`src/rtl/pe_pkg.sv`:
```
// Shared types and helpers for the streaming PE block.
// Latency: n/a (types, constants and a pure function).
// Backpressure: n/a.
// Contents: FSM state enum, default widths, and the shift-then-saturate helper.
package pe_pkg;

  typedef enum logic [1:0] {
    ST_IDLE  = 2'd0,
    ST_ACCUM = 2'd1,
    ST_FLUSH = 2'd2,
    ST_OUT   = 2'd3
  } state_e;

  localparam int DEF_DATA_W = 8;
  localparam int DEF_ACC_W  = 24;
  localparam int DEF_KLEN_W = 16;

  // Working width of the saturate helper; accumulators are sign-extended into it
  // so one function serves every ACC_W/DATA_W combination up to 64 bits.
  localparam int SAT_W = 64;

  // Arithmetic right shift, then clamp to the signed range of data_w bits.
  // The caller truncates the returned value to data_w bits.
  function automatic logic signed [SAT_W-1:0] saturate(
    input logic signed [SAT_W-1:0] acc,
    input logic        [4:0]       shift,
    input int unsigned             data_w
  );
    logic signed [SAT_W-1:0] r;
    logic signed [SAT_W-1:0] hi;
    logic signed [SAT_W-1:0] lo;
    r  = acc >>> shift;
    hi = (SAT_W'(1) << (data_w - 1)) - SAT_W'(1);
    lo = -hi - SAT_W'(1);
    if (r > hi) begin
      saturate = hi;
    end else if (r < lo) begin
      saturate = lo;
    end else begin
      saturate = r;
    end
  endfunction

endpackage

```
`src/rtl/pe_mac_cell.sv`:
```
// Single signed MAC processing element: acc <= acc + data*weight when enabled.
// Latency: 1 cycle from enable to updated accumulator.
// Backpressure: none; iEn is the delayed beat-valid tag, bubbles simply hold acc.
// Ports: iClk/iRst clock and async reset, iClr clears acc (wins over iEn),
//        iEn accumulate strobe, iData/iWeight signed operands, oAcc accumulator.
module pe_mac_cell #(
  parameter int DATA_W = 8,
  parameter int ACC_W  = 24
) (
  input  logic                     iClk,
  input  logic                     iRst,
  input  logic                     iClr,
  input  logic                     iEn,
  input  logic signed [DATA_W-1:0] iData,
  input  logic signed [DATA_W-1:0] iWeight,
  output logic signed [ACC_W-1:0]  oAcc
);

  logic signed [ACC_W-1:0] acc_q;
  logic signed [ACC_W-1:0] acc_d;

  // Product formed at full ACC_W; overflow wraps at ACC_W by design.
  always_comb begin
    acc_d = acc_q;
    if (iClr) begin
      acc_d = '0;
    end else if (iEn) begin
      acc_d = acc_q + ACC_W'(iData) * ACC_W'(iWeight);
    end
  end

  always_ff @(posedge iClk or posedge iRst) begin
    if (iRst) begin
      acc_q <= '0;
    end else begin
      acc_q <= acc_d;
    end
  end

  assign oAcc = acc_q;

endmodule

```
`src/rtl/pe_block_stream.sv`:
```
// BLOCK_NUM x ARRAY_NUM signed MAC array with job sequencer, row skew and shift-saturate output.
// Latency: oValid rises BLOCK_NUM+1 cycles after the cycle the last beat is accepted.
// Backpressure: oReady high only in ACCUM; results held in OUT until iReady.
// Ports: iClk/iRst; job control iStart/iKLen/iShift (+iReluEn when PE_BLOCK_STREAM_RELU_EN
//        is defined, forcing negative results to 0 per job); beat input iValid/oReady/iData/iWeight;
//        result output oValid/iReady/oResult; oBusy high outside IDLE.
module pe_block_stream
  import pe_pkg::*;
#(
  parameter int ARRAY_NUM = 3,
  parameter int BLOCK_NUM = 3,
  parameter int DATA_W    = DEF_DATA_W,
  parameter int ACC_W     = DEF_ACC_W,
  parameter int KLEN_W    = DEF_KLEN_W
) (
  input  logic                              iClk,
  input  logic                              iRst,
  input  logic                              iStart,
  input  logic [KLEN_W-1:0]                 iKLen,
  input  logic [4:0]                        iShift,
`ifdef PE_BLOCK_STREAM_RELU_EN
  input  logic                              iReluEn,
`endif
  input  logic                              iValid,
  output logic                              oReady,
  input  logic [DATA_W*ARRAY_NUM*BLOCK_NUM-1:0] iData,
  input  logic [DATA_W-1:0]                 iWeight,
  output logic                              oValid,
  input  logic                              iReady,
  output logic [DATA_W*ARRAY_NUM*BLOCK_NUM-1:0] oResult,
  output logic                              oBusy
);

  localparam int NPE     = ARRAY_NUM * BLOCK_NUM;
  localparam int ROW_W   = DATA_W * ARRAY_NUM;
  localparam int DLY_N   = (BLOCK_NUM > 1) ? BLOCK_NUM - 1 : 1;
  // Row b needs b data stages; stages are packed triangularly: row b stage s at b*(b-1)/2+s-1.
  localparam int DPIPE_N = (BLOCK_NUM > 1) ? BLOCK_NUM * (BLOCK_NUM - 1) / 2 : 1;
  localparam int FLUSH_W = $clog2(BLOCK_NUM + 1);

  state_e               state_q, state_d;
  logic [KLEN_W-1:0]    klen_q, klen_d;
  logic [KLEN_W-1:0]    beat_cnt_q, beat_cnt_d;
  logic [4:0]           shift_q, shift_d;
  logic [FLUSH_W-1:0]   flush_cnt_q, flush_cnt_d;
  logic [ROW_W-1:0]     dpipe_q [DPIPE_N];
  logic [ROW_W-1:0]     dpipe_d [DPIPE_N];
  logic [DATA_W-1:0]    wgt_dly_q [1:DLY_N];
  logic [DATA_W-1:0]    wgt_dly_d [1:DLY_N];
  logic                 vld_dly_q [1:DLY_N];
  logic                 vld_dly_d [1:DLY_N];
  logic [DATA_W*NPE-1:0] result_q, result_d;
  logic                 relu_q, relu_d;

  logic                 accept;
  logic                 start_ok;
  logic                 last_beat;
  logic                 flush_done;
  logic signed [DATA_W-1:0] sat;
  logic signed [ACC_W-1:0]  acc [NPE];

  assign start_ok   = (state_q == ST_IDLE) && iStart && (iKLen != '0);
  assign accept     = oReady && iValid;
  assign last_beat  = (beat_cnt_q == klen_q - KLEN_W'(1));
  assign flush_done = (flush_cnt_q == FLUSH_W'(BLOCK_NUM - 1));

  // FSM: state register
  always_ff @(posedge iClk or posedge iRst) begin
    if (iRst) begin
      state_q <= ST_IDLE;
    end else begin
      state_q <= state_d;
    end
  end

  // FSM: next state
  always_comb begin
    state_d = state_q;
    unique case (state_q)
      ST_IDLE:  if (start_ok)            state_d = ST_ACCUM;
      ST_ACCUM: if (accept && last_beat) state_d = ST_FLUSH;
      ST_FLUSH: if (flush_done)          state_d = ST_OUT;
      ST_OUT:   if (iReady)              state_d = ST_IDLE;
      default:                           state_d = ST_IDLE;
    endcase
  end

  // FSM: outputs
  always_comb begin
    oReady = (state_q == ST_ACCUM);
    oValid = (state_q == ST_OUT);
    oBusy  = (state_q != ST_IDLE);
  end

  // Job registers and counters
  always_comb begin
    klen_d      = klen_q;
    shift_d     = shift_q;
    beat_cnt_d  = beat_cnt_q;
`ifdef PE_BLOCK_STREAM_RELU_EN
    relu_d      = start_ok ? iReluEn : relu_q;
`else
    relu_d      = 1'b0;
`endif
    if (start_ok) begin
      klen_d     = iKLen;
      shift_d    = iShift;
      beat_cnt_d = '0;
    end
    if (accept) begin
      beat_cnt_d = beat_cnt_q + KLEN_W'(1);
    end
    flush_cnt_d = (state_q == ST_FLUSH) ? flush_cnt_q + FLUSH_W'(1) : '0;
  end

  // Skew: weight and valid tag shift one row per cycle; row b data rides b stages
  // so every row sees its own beat together with that beat's weight.
  always_comb begin
    for (int i = 0; i < DPIPE_N; i++) dpipe_d[i] = dpipe_q[i];
    for (int b = 1; b < BLOCK_NUM; b++) begin
      for (int s = 1; s <= b; s++) begin
        if (s == 1) dpipe_d[b*(b-1)/2] = iData[ROW_W*b +: ROW_W];
        else        dpipe_d[b*(b-1)/2 + s - 1] = dpipe_q[b*(b-1)/2 + s - 2];
      end
    end
    wgt_dly_d[1] = iWeight;
    vld_dly_d[1] = accept;
    for (int k = 2; k <= DLY_N; k++) begin
      wgt_dly_d[k] = wgt_dly_q[k-1];
      vld_dly_d[k] = vld_dly_q[k-1];
    end
  end

  // Output stage captures on the last FLUSH cycle, after the deepest row has accumulated.
  always_comb begin
    result_d = result_q;
    sat      = '0;
    if (state_q == ST_FLUSH && flush_done) begin
      for (int p = 0; p < NPE; p++) begin
        sat = DATA_W'(saturate(SAT_W'(acc[p]), shift_q, DATA_W));
        if (relu_q && sat[DATA_W-1]) sat = '0;
        result_d[DATA_W*p +: DATA_W] = sat;
      end
    end
  end

  always_ff @(posedge iClk or posedge iRst) begin
    if (iRst) begin
      klen_q      <= '0;
      shift_q     <= '0;
      beat_cnt_q  <= '0;
      flush_cnt_q <= '0;
      result_q    <= '0;
      relu_q      <= 1'b0;
      for (int i = 0; i < DPIPE_N; i++) dpipe_q[i] <= '0;
      for (int k = 1; k <= DLY_N; k++) begin
        wgt_dly_q[k] <= '0;
        vld_dly_q[k] <= 1'b0;
      end
    end else begin
      klen_q      <= klen_d;
      shift_q     <= shift_d;
      beat_cnt_q  <= beat_cnt_d;
      flush_cnt_q <= flush_cnt_d;
      result_q    <= result_d;
      relu_q      <= relu_d;
      for (int i = 0; i < DPIPE_N; i++) dpipe_q[i] <= dpipe_d[i];
      for (int k = 1; k <= DLY_N; k++) begin
        wgt_dly_q[k] <= wgt_dly_d[k];
        vld_dly_q[k] <= vld_dly_d[k];
      end
    end
  end

  assign oResult = result_q;

  for (genvar gb = 0; gb < BLOCK_NUM; gb++) begin : g_row
    for (genvar ga = 0; ga < ARRAY_NUM; ga++) begin : g_col
      logic                     pe_en;
      logic signed [DATA_W-1:0] pe_dat;
      logic signed [DATA_W-1:0] pe_wgt;
      if (gb == 0) begin : g_head
        assign pe_en  = accept;
        assign pe_wgt = iWeight;
        assign pe_dat = iData[DATA_W*ga +: DATA_W];
      end else begin : g_skew
        localparam int IDX = gb*(gb-1)/2 + gb - 1;
        assign pe_en  = vld_dly_q[gb];
        assign pe_wgt = wgt_dly_q[gb];
        assign pe_dat = dpipe_q[IDX][DATA_W*ga +: DATA_W];
      end
      pe_mac_cell #(
        .DATA_W (DATA_W),
        .ACC_W  (ACC_W)
      ) u_pe (
        .iClk    (iClk),
        .iRst    (iRst),
        .iClr    (start_ok),
        .iEn     (pe_en),
        .iData   (pe_dat),
        .iWeight (pe_wgt),
        .oAcc    (acc[gb*ARRAY_NUM + ga])
      );
    end
  end

endmodule

```
`config.mk`:
```
export PLATFORM = sky130hd
export DESIGN_NAME = pe_block_stream
export DESIGN_NICKNAME = d
export VERILOG_FILES = /design/src/rtl/pe_pkg.sv /design/src/rtl/pe_mac_cell.sv /design/src/rtl/pe_block_stream.sv
export SDC_FILE = /design/constraint.sdc
export NUM_CORES = 2
export LEC_CHECK = 0
export CORE_MARGIN = 2
export CORE_UTILIZATION = 57
export CTS_BUF_LIST = sky130_fd_sc_hd__clkbuf_4 sky130_fd_sc_hd__clkbuf_8 sky130_fd_sc_hd__clkbuf_16
export CTS_CLUSTER_DIAMETER = 80
export CTS_CLUSTER_SIZE = 30
export DETAILED_ROUTE_END_ITERATION = 6
export HOLD_SLACK_MARGIN = 0.12
export PLACE_DENSITY_LB_ADDON = 0.3
export SLEW_MARGIN = 0
export SYNTH_ARGS = -nofsm -noshare
export SYNTH_HDL_FRONTEND = slang
export SYNTH_SLANG_ARGS = --single-unit
```
`constraint.sdc`:
```
create_clock -name iClk -period 13.4 [get_ports iClk]
set_input_delay 2.68 -clock iClk [delete_from_list [all_inputs] [get_ports iClk]]
set_output_delay 2.68 -clock iClk [all_outputs]
set_load 0.01 [all_outputs]
```
# Yosys cells after proc, flatten, opt, wreduce, memory -nomap -nowiden
# Index checks and enable logic that the tools add are counted.
[op_classes] n_reduce_logical=12 muxes=44 n_eq_ne=9 n_mul=9 addsub=12 n_shift=9 n_lt_le_gt_ge=18
[ops] cell="64-bit by 8-bit greater-than comparator with 1-bit output, second input constant" count=9
[ops] cell="64-bit by 8-bit < comparator with 1-bit output, second input constant" count=9
[ops] cell="24-bit by 5-bit >>> shifter with 64-bit output" count=9
[ops] cell="24-bit 2-to-1 mux" count=18
[ops] cell="24-bit by 16-bit adder with 24-bit output" count=9
[ops] cell="8-bit by 8-bit multiplier with 16-bit output" count=9
[ops] cell="8-bit 2-to-1 mux" count=18
[ops] cell="16-bit 2-to-1 mux" count=2
[ops] cell="16-bit by 1-bit adder with 16-bit output, second input constant" count=1
[ops] cell="16-bit == test" count=1
[ops] cell="16-bit nonzero test" count=1
[ops] cell="16-bit by 1-bit subtractor with 16-bit output, second input constant" count=1
[ops] cell="2-bit 2-to-1 mux" count=5
[ops] cell="2-bit one-hot mux with 4 select lines" count=1
[ops] cell="2-bit nonzero test" count=4
[ops] cell="2-bit == test, second input constant" count=3
[ops] cell="2-bit by 1-bit != test with 1-bit output, second input constant" count=3
[ops] cell="1-bit logical AND" count=5
[ops] cell="4-bit AND reduction" count=1
[ops] cell="2-bit by 1-bit adder with 2-bit output, second input constant" count=1
[ops] cell="2-bit by 1-bit == test with 1-bit output, second input constant" count=1
[ops] cell="2-bit zero test" count=1
[ops] cell="2-bit != test, second input constant" count=1
[totals] output_inout_bits=75 input_bits=106 regBits=419 word_cells=135

# Depth between registers and ports, before layout
[depth] ltp_word=5 mapped_depth=23 depth_no_buf=22

# Modules after synthesis
# Synthesis repeated with hierarchy kept, for this count alone.
[unflattened] hier_cells=6997 hier_area_um2=67706.2
[by_module_without_submodules] module="pe_block_stream" instances=1 cells_per_inst=2298 area_each_um2=20898.8
[by_module_without_submodules] module="pe_mac_cell at g_row[0].g_col[0].u_pe ..." instances=4 cells_per_inst=516 area_each_um2=5183.7
[by_module_without_submodules] module="pe_mac_cell at g_row[2].g_col[2].u_pe" instances=1 cells_per_inst=534 area_each_um2=5278.8
[by_module_without_submodules] module="pe_mac_cell at g_row[2].g_col[1].u_pe" instances=1 cells_per_inst=539 area_each_um2=5270.1
[by_module_without_submodules] module="pe_mac_cell at g_row[0].g_col[2].u_pe" instances=1 cells_per_inst=519 area_each_um2=5193.7
[by_module_without_submodules] module="pe_mac_cell at g_row[1].g_col[0].u_pe" instances=1 cells_per_inst=526 area_each_um2=5186.2
[by_module_without_submodules] module="pe_mac_cell at g_row[1].g_col[2].u_pe" instances=1 cells_per_inst=517 area_each_um2=5143.7

# Worst setup path after synthesis
# No wires, ideal clock.
[synth_timing] path_type="input -> register" from="input iData[7]" to="register g_row[0].g_col[0].u_pe.acc_q[23]" setup_time_ns=0.125 path_stages=18 slack_ns=5.170 t_arrival_ns=8.105 path_cell_list="and2_1 inv_1 fa_1 inv_1 fa_1 fa_1 fa_1 fa_1 ha_1 a41oi_1 o21ai_0 o31ai_1 o21ai_0 a2bb2oi_1 a21bo_2 o41ai_1 nor3_1 a2111oi_0"
[synth_via] elab_chain_cells=4
[synth_lines] item="start, declared" line="pe_block_stream.sv:26" text="input logic [DATA_W*ARRAY_NUM*BLOCK_NUM-1:0] iData,"
[synth_lines] item="8-bit by 8-bit multiplier with 16-bit output" line="pe_mac_cell.sv:28" text="acc_d = acc_q + ACC_W'(iData) * ACC_W'(iWeight);"
[synth_lines] item="24-bit by 16-bit adder with 24-bit output" line="pe_mac_cell.sv:28"
[synth_lines] item="24-bit 2-to-1 mux" line="pe_mac_cell.sv:27" text="end else if (iEn) begin"
[synth_lines] item="24-bit 2-to-1 mux" line="pe_mac_cell.sv:25" text="if (iClr) begin"
[synth_lines] item="end signal, assigned" line="pe_mac_cell.sv:34" text="acc_q <= '0;"
[synth_lines] item="end signal, assigned" line="pe_mac_cell.sv:36" text="acc_q <= acc_d;"
[synth_lines] item="end, declared" line="pe_mac_cell.sv:19" text="logic signed [ACC_W-1:0] acc_q;"
# No other way between the ends. The select of a mux whose other input is x is not followed.
# A chain may end at the register's enable or synchronous reset.

# Final worst setup path
[layout_timing] from="input iWeight[0]" to="register g_row[0].g_col[0].u_pe.acc_q[23]"
[layout_via] elab_chain_cells=4
[layout_lines] item="start, declared" line="pe_block_stream.sv:27" text="input logic [DATA_W-1:0] iWeight,"
[layout_lines] item="8-bit by 8-bit multiplier with 16-bit output" line="pe_mac_cell.sv:28"
[layout_lines] item="24-bit by 16-bit adder with 24-bit output" line="pe_mac_cell.sv:28"
[layout_lines] item="24-bit 2-to-1 mux" line="pe_mac_cell.sv:27"
[layout_lines] item="24-bit 2-to-1 mux" line="pe_mac_cell.sv:25"
# No other way between the ends. The select of a mux whose other input is x is not followed.

==> results.json <==
{
  "status": "completed",
  "maxCapViolCount": 0,
  "grt_setup_unrepaired": "false",
  "tightestPinTransition_ns": 1.170,
  "worst_slack_ns": 4.346,
  "port_buffers": 180,
  "die_w_um": 339.6,
  "wl_per_cell_um": 19.27,
  "clock_skew_ns": 0.03514,
  "min_path_type": "reg -> reg",
  "postCtsHoldBufs": 0,
  "rrSetupSlack_ns": 6.28,
  "clock-sinks": 419,
  "grt_usage_pct": 28.62,
  "postCtsResizedCells": 0,
  "clockBufferDepth": 3,
  "drtAntennaViolNets": 0,
  "grt_pass1_wl_um": 267800,
  "setup_viol": 0,
  "final.setup.tns_ns": 0,
  "hpwlAfterDp_um": 122700,
  "synthTopCellsByArea": "fa_1, dfrtp_1, ha_1",
  "ys_seq_area_share_pct": 16.33,
  "finalCriticalPeriod_ns": 9.054,
  "via_per_inst": 5.815,
  "gp_congestion": 0.9252,
  "fmax_ghz": 0.1104,
  "critical_path_arrival_ns": 9.53,
  "syn_nets": 8322,
  "syn_inst": 6786,
  "clock-root-buffer": "clkbuf_16",
  "cp.required_ns": 13.88,
  "clk_latency_ns": 0.64,
  "synth-main-ff-cell": "dfrtp_1",
  "hold_viol": 0,
  "antenna_cells": 0,
  "die_area_mm2": 0.1153,
  "path_class": "in -> reg",
  "start_util_pct": 57.30,
  "grt_max_degree": 171,
  "worstPathMaxFanout": 25,
  "final_nets": 8296,
  "antenna_found_initial": 0,
  "grt_pass1_vias": 50150,
  "synth_edf_count": 0,
  "yosys_warnings": 0,
  "fp-row-count": 123,
  "syn_area_mm2": 0.06420,
  "synth_cell_types": 96,
  "cts_max_level": 2,
  "reg2reg_depth": 18,
  "synth_top_cell_area_share_pct": 29.19,
  "fin_crit_sh_pct": 67.57,
  "core_mm2": 0.1120,
  "numCtsBuffers": 40,
  "yosysTopAreaCell": "fa_1",
  "remaining_drc_errors": 0,
  "drt_iter0_drc": 3675,
  "clkTransAtPathRegs_ns": 0.07,
  "vias": 48220,
  "routed_wl_um": 159800,
  "cts_tree": "built",
  "area_growth_pct": 6.538,
  "ios": 181,
  "slew_headroom_pct": 22.03,
  "critPathCaptureType": "flip-flop",
  "nFillCells": 9576,
  "hold_depth": 0,
  "worstSetupStartpointType": "input pin",
  "overflow": 0,
  "syn_avg_cell_area_um2": 9.461,
  "drv_slew": 0,
  "post_cts_buffers": 0,
  "ys_seq_elements": 419,
  "firstDrtPassIters": 6,
  "drive_above_1_share_pct": 5.227,
  "post-place-ws_ns": 3.768,
  "synth-async-reset-ratio_pct": 100.0,
  "die_h_um": 339.6
}
==> layout make-up <==
type                    count  area (µm²)  area share, %
multi-input cells        5118       48670          71.16
flip-flops and latches    419       10510          15.37
inverters                 945        3560          5.204
repair buffers            236        2260          3.304
well taps                1500        1877          2.744
clock buffers              41        1026          1.500
clock inverters            33       493.0         0.7207
==> placed cells by master, fill, tap and decap left out, types with 31 or more instances in the layout <==
master / n
a211oi_1: 83
o21a_1: 40
ha_1: 494
dfrtp_1: 412
and2_1: 317
fa_1: 936
nor2_1: 453
a21o_1: 73
a31oi_1: 45
a21oi_1: 310
nand2_1: 771
mux2_2: 61
o21ai_0: 268
mux2i_1: 308
clkdlybuf4s50_1: 180
clkbuf_16: 41
inv_1: 937
nor3_1: 70
buf_4: 53
o211ai_1: 48
mux4_2: 89
xnor2_1: 162
nor2b_1: 41
nand2b_1: 31
xor2_1: 62
nand3_1: 63
==> cells in the mapped netlist (13+ instances only) <==
master    number
and2_1       318
and3_1        24
inv_1        939
mux4_2        89
a21oi_1      310
clkbuf_1     169
a221o_1       15
nand2_1      773
buf_1         27
o21ai_0      268
o211a_1       14
mux2_2        61
nand2b_1      31
nor2_1       454
or3_1         18
o221a_2       14
o211ai_1      48
nor2b_1       41
a311oi_1      14
mux2i_1      308
buf_2         55
xor2_1        62
buf_4         34
fa_1         936
a21o_1        73
xnor2_1      162
o21bai_1      26
o22ai_1       16
o21a_1        40
ha_1         494
a211o_1       15
a31o_2        13
nand4_1       25
nor3_1        70
dfrtp_1      419
a31oi_1       45
nor4_1        22
a211oi_1      83
nand3_1       64
==> metal layers <==
layer  part of all wire, %  track usage, %  wire length, µm
met3                   6.2           4.195             9949
met5                     0               0                0
met1                    44           40.86            70710
met4                   2.9           7.983             4601
met2                    47           45.78            74520
==> worst max-delay path, stage by stage <==
cell             delay (ns)
clkdlybuf4s50_1        0.45
buf_4                  0.29
and2_1                 0.78
inv_1                  0.15
fa_1                   0.55
inv_1                  0.06
fa_1                   0.51
fa_1                   0.44
fa_1                   0.57
fa_1                   0.42
ha_1                   0.37
a41oi_1                0.21
o21ai_0                0.17
o31ai_1                0.44
o21ai_0                0.20
a2bb2oi_1              0.21
a21bo_2                0.22
o41ai_1                0.33
nor3_1                 0.09
a2111oi_0              0.36
==> registers in the layout, summed over array words and instances, names as in the netlist <==
name and cells:
klen_q 16, g_row.g_col.u_pe.oAcc 216, beat_cnt_q 16, dpipe_d 24, g_row.g_col.pe_en 2, g_row.g_col.pe_wgt 16, state_q 2, oResult 72
flush_cnt_q 2, shift_q 5, dpipe_q 48
==> path summary, 6_finish.rpt <==
check                                            start                               to
setup / recovery                            iWeight[0]  g_row[0].g_col[0].u_pe.oAcc[23]
hold / removal                             dpipe_d[22]                      dpipe_q[22]
setup reg to reg           g_row[2].g_col[0].pe_wgt[0]  g_row[2].g_col[1].u_pe.oAcc[22]
hold reg to reg                            dpipe_d[22]                      dpipe_q[22]
max in group asynchronous                         iRst                       shift_q[4]
min in group asynchronous                         iRst                      dpipe_d[12]
==> cells by family (layout without fill, tap and decap cells) <==
family	count (synthesis)	in the layout	synth area share, %
buf+inv	1249	1255	7.902
simple gates	1901	1901	13.65
mux	464	464	9.216
fa+ha+maj	1430	1430	38.81
compound gates	1099	1099	11.03
xor+xnor	224	224	3.056
flops	419	419	16.33
==> per-stage QoR <==
step	utilization, %	area, µm²	std cells	hold WS [ns]
floorplan	-	64210	6786	0.3312
global placement	59.70	66880	8218	0.3347
detailed placement	59.70	66880	8218	0.3347
CTS	61.05	68400	8292	0.3517
global route	61.05	68400	8292	0.3555
finish	61.05	68400	8292	0.3487
Power is left out: the tool's default activity adds up to more than one toggle a clock period on the data nets, which glitch-free logic cannot reach.
